### src/rtl/bwt_pkg.sv
// Shared types and defaults for the BWT prefix-doubling blocks.
package bwt_pkg;

  localparam int unsigned STRING_LEN_DEF = 8;
  localparam int unsigned KEY_W_DEF      = 8;
  localparam int unsigned IDX_W_DEF      = 8;

  typedef enum logic [1:0] {
    ST_IDLE   = 2'd0,
    ST_RUN    = 2'd1,
    ST_FINISH = 2'd2
  } state_e;

  // key0 sits in the upper half, so a plain vector compare is lexicographic.
  typedef struct packed {
    logic [KEY_W_DEF-1:0] key0;
    logic [KEY_W_DEF-1:0] key1;
  } key_tuple_t;

endpackage

### src/rtl/tuple_compare.sv
// Lexicographic comparison of the current (key0,key1) tuple against the previous one.
module tuple_compare #(
  parameter int unsigned KEY_W = 8
) (
  input  logic [KEY_W-1:0] cur_key0,
  input  logic [KEY_W-1:0] cur_key1,
  input  logic [KEY_W-1:0] prev_key0,
  input  logic [KEY_W-1:0] prev_key1,
  output logic             neq,
  output logic             lt
);

  logic [2*KEY_W-1:0] w_cur;
  logic [2*KEY_W-1:0] w_prev;

  // key0 is the major key, so the concatenation orders lexicographically
  always_comb begin
    w_cur  = {cur_key0, cur_key1};
    w_prev = {prev_key0, prev_key1};
    neq    = (w_cur != w_prev);
    lt     = (w_cur < w_prev);
  end

endmodule

### src/rtl/bucket_ranker.sv
// Bucket ranker: assigns dense ranks to a sorted stream of (key0,key1) tuples and scatters
// them to ranks[] by original string position. Optional output all_unique is enabled by
// defining BUCKET_RANKER_UNIQUE_EN.
module bucket_ranker
  import bwt_pkg::*;
#(
  parameter int unsigned STRING_LEN = STRING_LEN_DEF,
  parameter int unsigned KEY_W      = KEY_W_DEF,
  parameter int unsigned IDX_W      = IDX_W_DEF
) (
  input  logic             clk,
  input  logic             rst,
  input  logic             start,
  input  logic             in_valid,
  output logic             in_ready,
  input  logic [KEY_W-1:0] in_key0,
  input  logic [KEY_W-1:0] in_key1,
  input  logic [IDX_W-1:0] in_idx,
  input  logic             in_last,
  output logic [KEY_W-1:0] ranks [0:STRING_LEN-1],
  output logic [KEY_W-1:0] max_bucket,
  output logic             busy,
  output logic             done,
  output logic             err
`ifdef BUCKET_RANKER_UNIQUE_EN
  ,
  output logic             all_unique
`endif
);

  localparam int unsigned CNT_W = $clog2(STRING_LEN + 1);

  state_e           r_state;
  logic [CNT_W-1:0] r_count;
  logic [KEY_W-1:0] r_prev_key0;
  logic [KEY_W-1:0] r_prev_key1;
  logic [KEY_W-1:0] r_max;
  logic [KEY_W-1:0] r_ranks [0:STRING_LEN-1];
  logic             r_err;

  logic             w_accept;
  logic             w_first;
  logic             w_last_slot;
  logic             w_neq;
  logic             w_lt;
  logic [KEY_W-1:0] w_rank;
  logic             w_ovf;
  logic             w_idx_bad;
  logic             w_unsorted;
  logic             w_last_bad;

  tuple_compare #(
    .KEY_W (KEY_W)
  ) u_cmp (
    .cur_key0  (in_key0),
    .cur_key1  (in_key1),
    .prev_key0 (r_prev_key0),
    .prev_key1 (r_prev_key1),
    .neq       (w_neq),
    .lt        (w_lt)
  );

  // Handshake, pass position and per-tuple error conditions
  always_comb begin
    in_ready    = (r_state == ST_RUN);
    w_accept    = in_valid && in_ready;
    w_first     = (r_count == '0);
    w_last_slot = (32'(r_count) == STRING_LEN - 1);
    w_idx_bad   = (32'(in_idx) >= STRING_LEN);
    w_unsorted  = !w_first && w_lt;
    w_last_bad  = (in_last != w_last_slot);
  end

  // Dense rank: first tuple is 1, a key change bumps it, saturating at all-ones
  always_comb begin
    w_rank = r_max;
    w_ovf  = 1'b0;
    if (w_first) begin
      w_rank = KEY_W'(1);
    end else if (w_neq) begin
      if (r_max == {KEY_W{1'b1}}) begin
        w_ovf = 1'b1;
      end else begin
        w_rank = r_max + KEY_W'(1);
      end
    end
  end

  // Pass FSM, rank scatter and sticky error
  always_ff @(posedge clk) begin
    if (rst) begin
      r_state     <= ST_IDLE;
      r_count     <= '0;
      r_prev_key0 <= '0;
      r_prev_key1 <= '0;
      r_max       <= '0;
      r_err       <= 1'b0;
      for (int unsigned i = 0; i < STRING_LEN; i++) begin
        r_ranks[i] <= '0;
      end
    end else begin
      case (r_state)
        ST_IDLE: begin
          if (start) begin
            r_state     <= ST_RUN;
            r_count     <= '0;
            r_prev_key0 <= '0;
            r_prev_key1 <= '0;
            r_max       <= '0;
            r_err       <= 1'b0;
            for (int unsigned i = 0; i < STRING_LEN; i++) begin
              r_ranks[i] <= '0;
            end
          end
        end
        ST_RUN: begin
          if (w_accept) begin
            r_count     <= r_count + CNT_W'(1);
            r_prev_key0 <= in_key0;
            r_prev_key1 <= in_key1;
            r_max       <= w_rank;
            for (int unsigned i = 0; i < STRING_LEN; i++) begin
              if (!w_idx_bad && (32'(in_idx) == i)) begin
                r_ranks[i] <= w_rank;
              end
            end
            if (w_idx_bad || w_unsorted || w_last_bad || w_ovf) begin
              r_err <= 1'b1;
            end
            // End of pass is decided by count alone; in_last is only checked
            if (w_last_slot) begin
              r_state <= ST_FINISH;
            end
          end
        end
        ST_FINISH: r_state <= ST_IDLE;
        default:   r_state <= ST_IDLE;
      endcase
    end
  end

  // Status outputs
  always_comb begin
    busy       = (r_state != ST_IDLE);
    done       = (r_state == ST_FINISH);
    err        = r_err;
    max_bucket = r_max;
    ranks      = r_ranks;
  end

`ifdef BUCKET_RANKER_UNIQUE_EN
  // Every position got its own bucket, so prefix doubling can stop
  always_comb begin
    all_unique = (32'(r_max) == STRING_LEN);
  end
`endif

endmodule

### config.mk
export PLATFORM = sky130hd
export DESIGN_NAME = bucket_ranker
export DESIGN_NICKNAME = d
export VERILOG_FILES = /design/src/rtl/bwt_pkg.sv /design/src/rtl/tuple_compare.sv /design/src/rtl/bucket_ranker.sv
export SDC_FILE = /design/constraint.sdc
export NUM_CORES = 1
export LEC_CHECK = 0
export CAP_MARGIN = 20
export CELL_PAD_IN_SITES_DETAIL_PLACEMENT = 1
export CELL_PAD_IN_SITES_GLOBAL_PLACEMENT = 1
export CORE_MARGIN = 1
export CORE_UTILIZATION = 35
export CTS_CLUSTER_SIZE = 12
export DETAILED_ROUTE_END_ITERATION = 7
export GPL_TIMING_DRIVEN = 0
export PLACE_DENSITY_LB_ADDON = 0.1
export SLEW_MARGIN = 30
export SYNTH_ARGS = -nofsm -noshare
export SYNTH_HDL_FRONTEND = slang
export SYNTH_SLANG_ARGS = --single-unit
export TNS_END_PERCENT = 100
### constraint.sdc
create_clock -name clk -period 2.55 [get_ports clk]
set_input_delay 0.255 -clock clk [delete_from_list [all_inputs] [get_ports clk]]
set_output_delay 0.255 -clock clk [all_outputs]
set_load 0.01 [all_outputs]
# Word-level counts from Yosys, hierarchy flattened
# Cells that the tools add are included.
# classes
n_lt_le_gt_ge	2
muxes	35
n_addsub	2
reduce_logical	31
n_eq_ne	25
# op_table
operator	count
$mux 64	2
$pmux 64 s2	1
$mux 8	15
$pmux 8 s2	3
$reduce_and 4->1	9
$eq 8x3->1 const B	4
$ne 2x1->1 const B	11
$eq 8x2->1 const B	2
$lt 16x16->1	1
$ne 16x16->1	1
$logic_and 1x1->1	10
$add 8x1->8 const B	1
$eq 8x1->1 const B	1
$eq 8x8->1 const B	1
$ge 8x4->1 const B	1
$logic_not 8->1	1
$mux 4	2
$pmux 4 s2	1
$mux 1	6
$mux 2	3
$reduce_and 3->1	2
$add 4x1->4 const B	1
$eq 4x3->1 const B	1
$logic_not 4->1	1
10 further kinds	14
# word_totals
inputBits	29
elab_cells	109
reg_bits	95
out_inout_bits	76

# Depth between registers and ports, before layout
# logic_depth
depth_word	9
depth_mapped	9
mapped_depth_nobuf	7

# By module
# From an unflattened synthesis, not the netlist that was laid out.
# hier_totals
hier_cells	451
hier_area_um2	4235.3
# modules_own_cells
module	area_each_um2	seq_area_each_um2	cells_each	instances
bucket_ranker	3838.7	1901.8	393	1
tuple_compare	396.6	0.0	58	1

# Worst setup path before layout
# Ideal clock, no wire load.
# synth_timing
kind	register to register
from	register r_prev_key1[3]
to	register r_ranks (netlist bit ranks[0])
n_path_buf	2
arrival_ps	2008
setup_ps	117
path_stages_with_launch	10
t_required_ps	2433
slack_ps	425
synth_period_minus_slack_ps	2125
cell_sequence	dfxtp_1 > inv_1 > ha_1 > nand4_1 > or4_1 > buf_2 > buf_2 > nand4b_1 > o211ai_4 > a22o_1
# synth_between
elab_chain_cells	6
# synth_rtl
item	line_no	rtl
start: declaration	bucket_ranker.sv:36	logic [KEY_W-1:0] r_prev_key1;
start signal: assignment	bucket_ranker.sv:120	r_prev_key1 <= in_key1;
$ne 16x16->1	tuple_compare.sv:20	neq = (w_cur != w_prev);
$mux 8	bucket_ranker.sv:80	end else if (w_neq) begin
$mux 8	bucket_ranker.sv:78	if (w_first) begin
$mux 8	bucket_ranker.sv:123	if (!w_idx_bad && (32'(in_idx) == i)) begin
$mux 64	bucket_ranker.sv:117	if (w_accept) begin
$pmux 64 s2	bucket_ranker.sv:102	case (r_state)
end signal: indexed assignment	bucket_ranker.sv:124	r_ranks[i] <= w_rank;
end: declaration	bucket_ranker.sv:38	logic [KEY_W-1:0] r_ranks [0:STRING_LEN-1];
# No other way between the ends. The select of a mux whose other input is x is not followed.
# A chain may end at the register's enable or synchronous reset.

# Final worst setup path
# layout_timing
from	input port in_key1[0]
to	register r_ranks (netlist bit ranks[24])
# layout_between
elab_chain_cells	6
# layout_rtl
item	line_no	rtl
start: declaration	bucket_ranker.sv:17	input logic [KEY_W-1:0] in_key1,
$ne 16x16->1	tuple_compare.sv:20	
$mux 8	bucket_ranker.sv:80	
$mux 8	bucket_ranker.sv:78	
$mux 8	bucket_ranker.sv:123	
$mux 64	bucket_ranker.sv:117	
$pmux 64 s2	bucket_ranker.sv:102	
# No other way between the ends. The select of a mux whose other input is x is not followed.

==> impl_metrics.yaml <==
outcome:
  status: "completed"
pwr:
  power.total_mw: 3.27
  p_leak_nw: 1.99
  switchingPower_uw: 841
  power_density_nw_per_um2: 580
  swShare_pct: 25.7
  power_frac_clock_pct: 43.7
  power_frac_seq_pct: 46.8
  p_int_mw: 2.43
  peakVddDrop_mv: 0.302
  comb_power_share_pct: 9.6
timing:
  finalMaxSlewViolations: 0
  fin_crit_ns: 2.44
  rsz0062_at_grt: "true"
  timing.fmax_mhz: 410
  timing.final.crit_share_pct: 95.7
  whs_ns: 0.470
  finalSetupViolCount: 0
  max_slew_margin_pct: 53.5
  skew_ns: 0.00903
  hold_violations: 0
  worst_slew_pin_slew_ns: 0.693
global_route:
  grt-ovfl-total: 0
  grt.met2_usage_pct: 40.3
  grt_pass1_vias: 3811
  grt_use_total_pct: 21.8
  antenna_found_initial: 0
  grt_max_degree: 19
  grt_pass1_wl_um: 19800
  met1_usage_pct: 24.9
  grtUsageMet3_pct: 4.92
  busiest_layer: "met2"
synthesis:
  ys_seq_elements: 95
  async_reset_ff_share_pct: 0
  synthTopCellsByArea: "dfxtp_1, a22o_1, o2bb2ai_1, ha_1, nor2_1"
  synth.most_common_cell: "dfxtp_1"
  netlist_top_cells_count: "dfxtp_1, nor2_1, nand2_1"
  netlist_instances: 431
  yosysSeqAreaShare_pct: 46.8
  synth_ff_type: "dfxtp_1"
  yosysTopAreaCellShare_pct: 46.8
  syn_area_per_cell_um2: 9.43
  synth-edff-count: 0
  syn_area_um2: 4060
  syn_nets: 479
  yosys.cell_types.count: 43
  synth_top_cell_by_area: "dfxtp_1"
  synth_warnings: 0
worst_setup_path:
  reg2regPathDepth: 9
  cp.arrival_ns: 2.68
  r2r-end: "ranks[24]$_SDFFE_PP0P_"
  cp-end-kind: "flop"
  cp.required_ns: 2.79
  worstPathMaxFanout: 10
  start_kind: "primary input"
  r2r-start: "r_prev_key0[5]$_SDFFE_PP0P_"
  regToRegSetupSlack_ns: 0.11
  crit_type: "in -> reg"
routing:
  antenna_left: 0
  wl_per_cell_um: 18.3
  drc: 0
  dr.first_iter.drc_count: 117
  firstDrtPassIters: 4
  routed_wl_um: 12700
  vias: 3802
  routed_via_density: 5.50
clocking:
  cts.sink_count: 95
  cts_root_buf: "clkbuf_16"
  cts_made_buffers: 9
  tritoncts: "done"
  clock_latency_ns: 0.35
  path_clk_slew_ns: 0.07
  htree_levels: 3
  clockBufferDepth: 2
die:
  die_x_um: 110
  pin_count: 105
  die-area_um2: 12000
  core-area_um2: 11100
  rows: 38
  die_height_um: 110
  start_util_pct: 36.7
final_layout:
  drive_gt1_share_pct: 5.99
  final_cell_count_no_fill: 691
  fill_cells: 1272
  area_growth_pct: 38.9
  finalNetCount: 594
  diodes: 0
  layout.core_utilization_pct: 50.9
  fin_area_um2: 5640
place:
  gp_congestion: 0.763
  dp_hpwl_um: 9490
  port_buffers: 102
  dpl_cell_area_um2: 5260
  dp.cells: 673
hold_path:
  hold_start: "ranks[22]$_SDFFE_PP0P_"
  min_path_cells: 1
  holdPathEnd: "ranks[22]$_SDFFE_PP0P_"
  holdCritPathClass: "reg -> reg"
flow_run:
  cap_violations: 0
[logic make-up (layout without fill, tap and decap cells)]
| logic type | after synthesis | count (layout) | synth area share (%) |
|---|---|---|---|
| adder cells (fa/ha/maj) | 19 | 19 | 5.85 |
| XOR/XNOR | 5 | 5 | 1.45 |
| flip-flops | 95 | 95 | 46.8 |
| AO/OA/AOI/OAI | 128 | 128 | 24.5 |
| AND/OR/NAND/NOR | 148 | 148 | 18.0 |
| buffers and inverters | 36 | 156 | 3.42 |
[worst max-delay path by stage]
stage	slack, ns	to	cells past startpoint	start
floorplan	0.43	ranks[0]$_SDFFE_PP0P_	9	r_prev_key1[3]$_SDFFE_PP0P_
global placement	-0.29	ranks[41]$_SDFFE_PP0P_	9	in_key1[0]
detailed placement	-0.32	ranks[63]$_SDFFE_PP0P_	9	in_key1[7]
CTS	0.04	ranks[27]$_SDFFE_PP0P_	9	in_key1[0]
global route	-0.01	ranks[16]$_SDFFE_PP0P_	9	r_prev_key0[5]$_SDFFE_PP0P_
finish	0.11	ranks[24]$_SDFFE_PP0P_	10	in_key1[0]
[per-layer routing]
metal	share of wire [%]	wire length (µm)
met5	0	0
met4	1.4	173
met3	3.6	454
met2	54	6770
met1	42	5250
[metrics by stage]
stage               setup TNS, ns  worst slack, ns
global placement           -13.42           -0.286
CTS                             0           0.0354
finish                          0            0.109
global route              -0.0512          -0.0145
floorplan                       0            0.425
detailed placement         -15.55           -0.322
[power by group through the flow]
stage | clock [mW] | combinational [mW] | sequential (mW)
floorplan | 0 | 0.156 | 1.57
global placement | 0 | 0.302 | 1.56
detailed placement | 0 | 0.312 | 1.56
CTS | 1.46 | 0.315 | 1.53
global route | 1.52 | 0.346 | 1.53
finish | 1.43 | 0.313 | 1.53
[state kept, by name, indices dropped and copies added (netlist names)]
signal / flops
r_prev_key1: 8
r_state: 2
err: 1
max_bucket: 8
ranks: 64
r_count: 4
r_prev_key0: 8
[worst max-delay path: stages]
cell and delay (ns):
clkdlybuf4s50_1 0.50, inv_1 0.05, ha_1 0.27, nand4_1 0.11, or4_1 0.55, buf_2 0.18
clkbuf_4 0.20, nand4b_1 0.16, o211ai_4 0.16, a22o_1 0.25
[final cells by class]
class                      count  area, µm²  share of cell area (%)
sequential                    95       1900                    33.7
clock inverter                 7       88.8                    1.57
clock buffer                   9        225                    3.99
buffer                        16       66.3                    1.18
multi-input combinational    300       2070                    36.7
tap                          140        175                    3.10
inverter                      20       75.1                    1.33
timing repair buffer         104       1040                    18.4
[repair_timing]
action                                  CTS  global route
cloned                                    0             0
hold buffers                              0             0
pin swaps                                 0             1
setup buffers                             0             2
endpoints found under the setup margin    8            43
resized for setup                         1             7
[layout by cell type (no fill, tap or decap), drive strengths merged, types with 4 or more instances in the layout]
cell type and n:
or3 6, buf 5, xor2 5, clkbuf 22
o2bb2ai 32, nor2 42, and3 4, inv 24
nand4 10, clkdlybuf4s50 102, ha 19, a31oi 6
a21oi 10, o21ai 13, nand3 12, nand2 34
nor3 9, a21o 7, a22o 32, nand3b 4
and2 5, dfxtp 95, nand2b 6, a22oi 17
(Power assumes the default switching activity.)
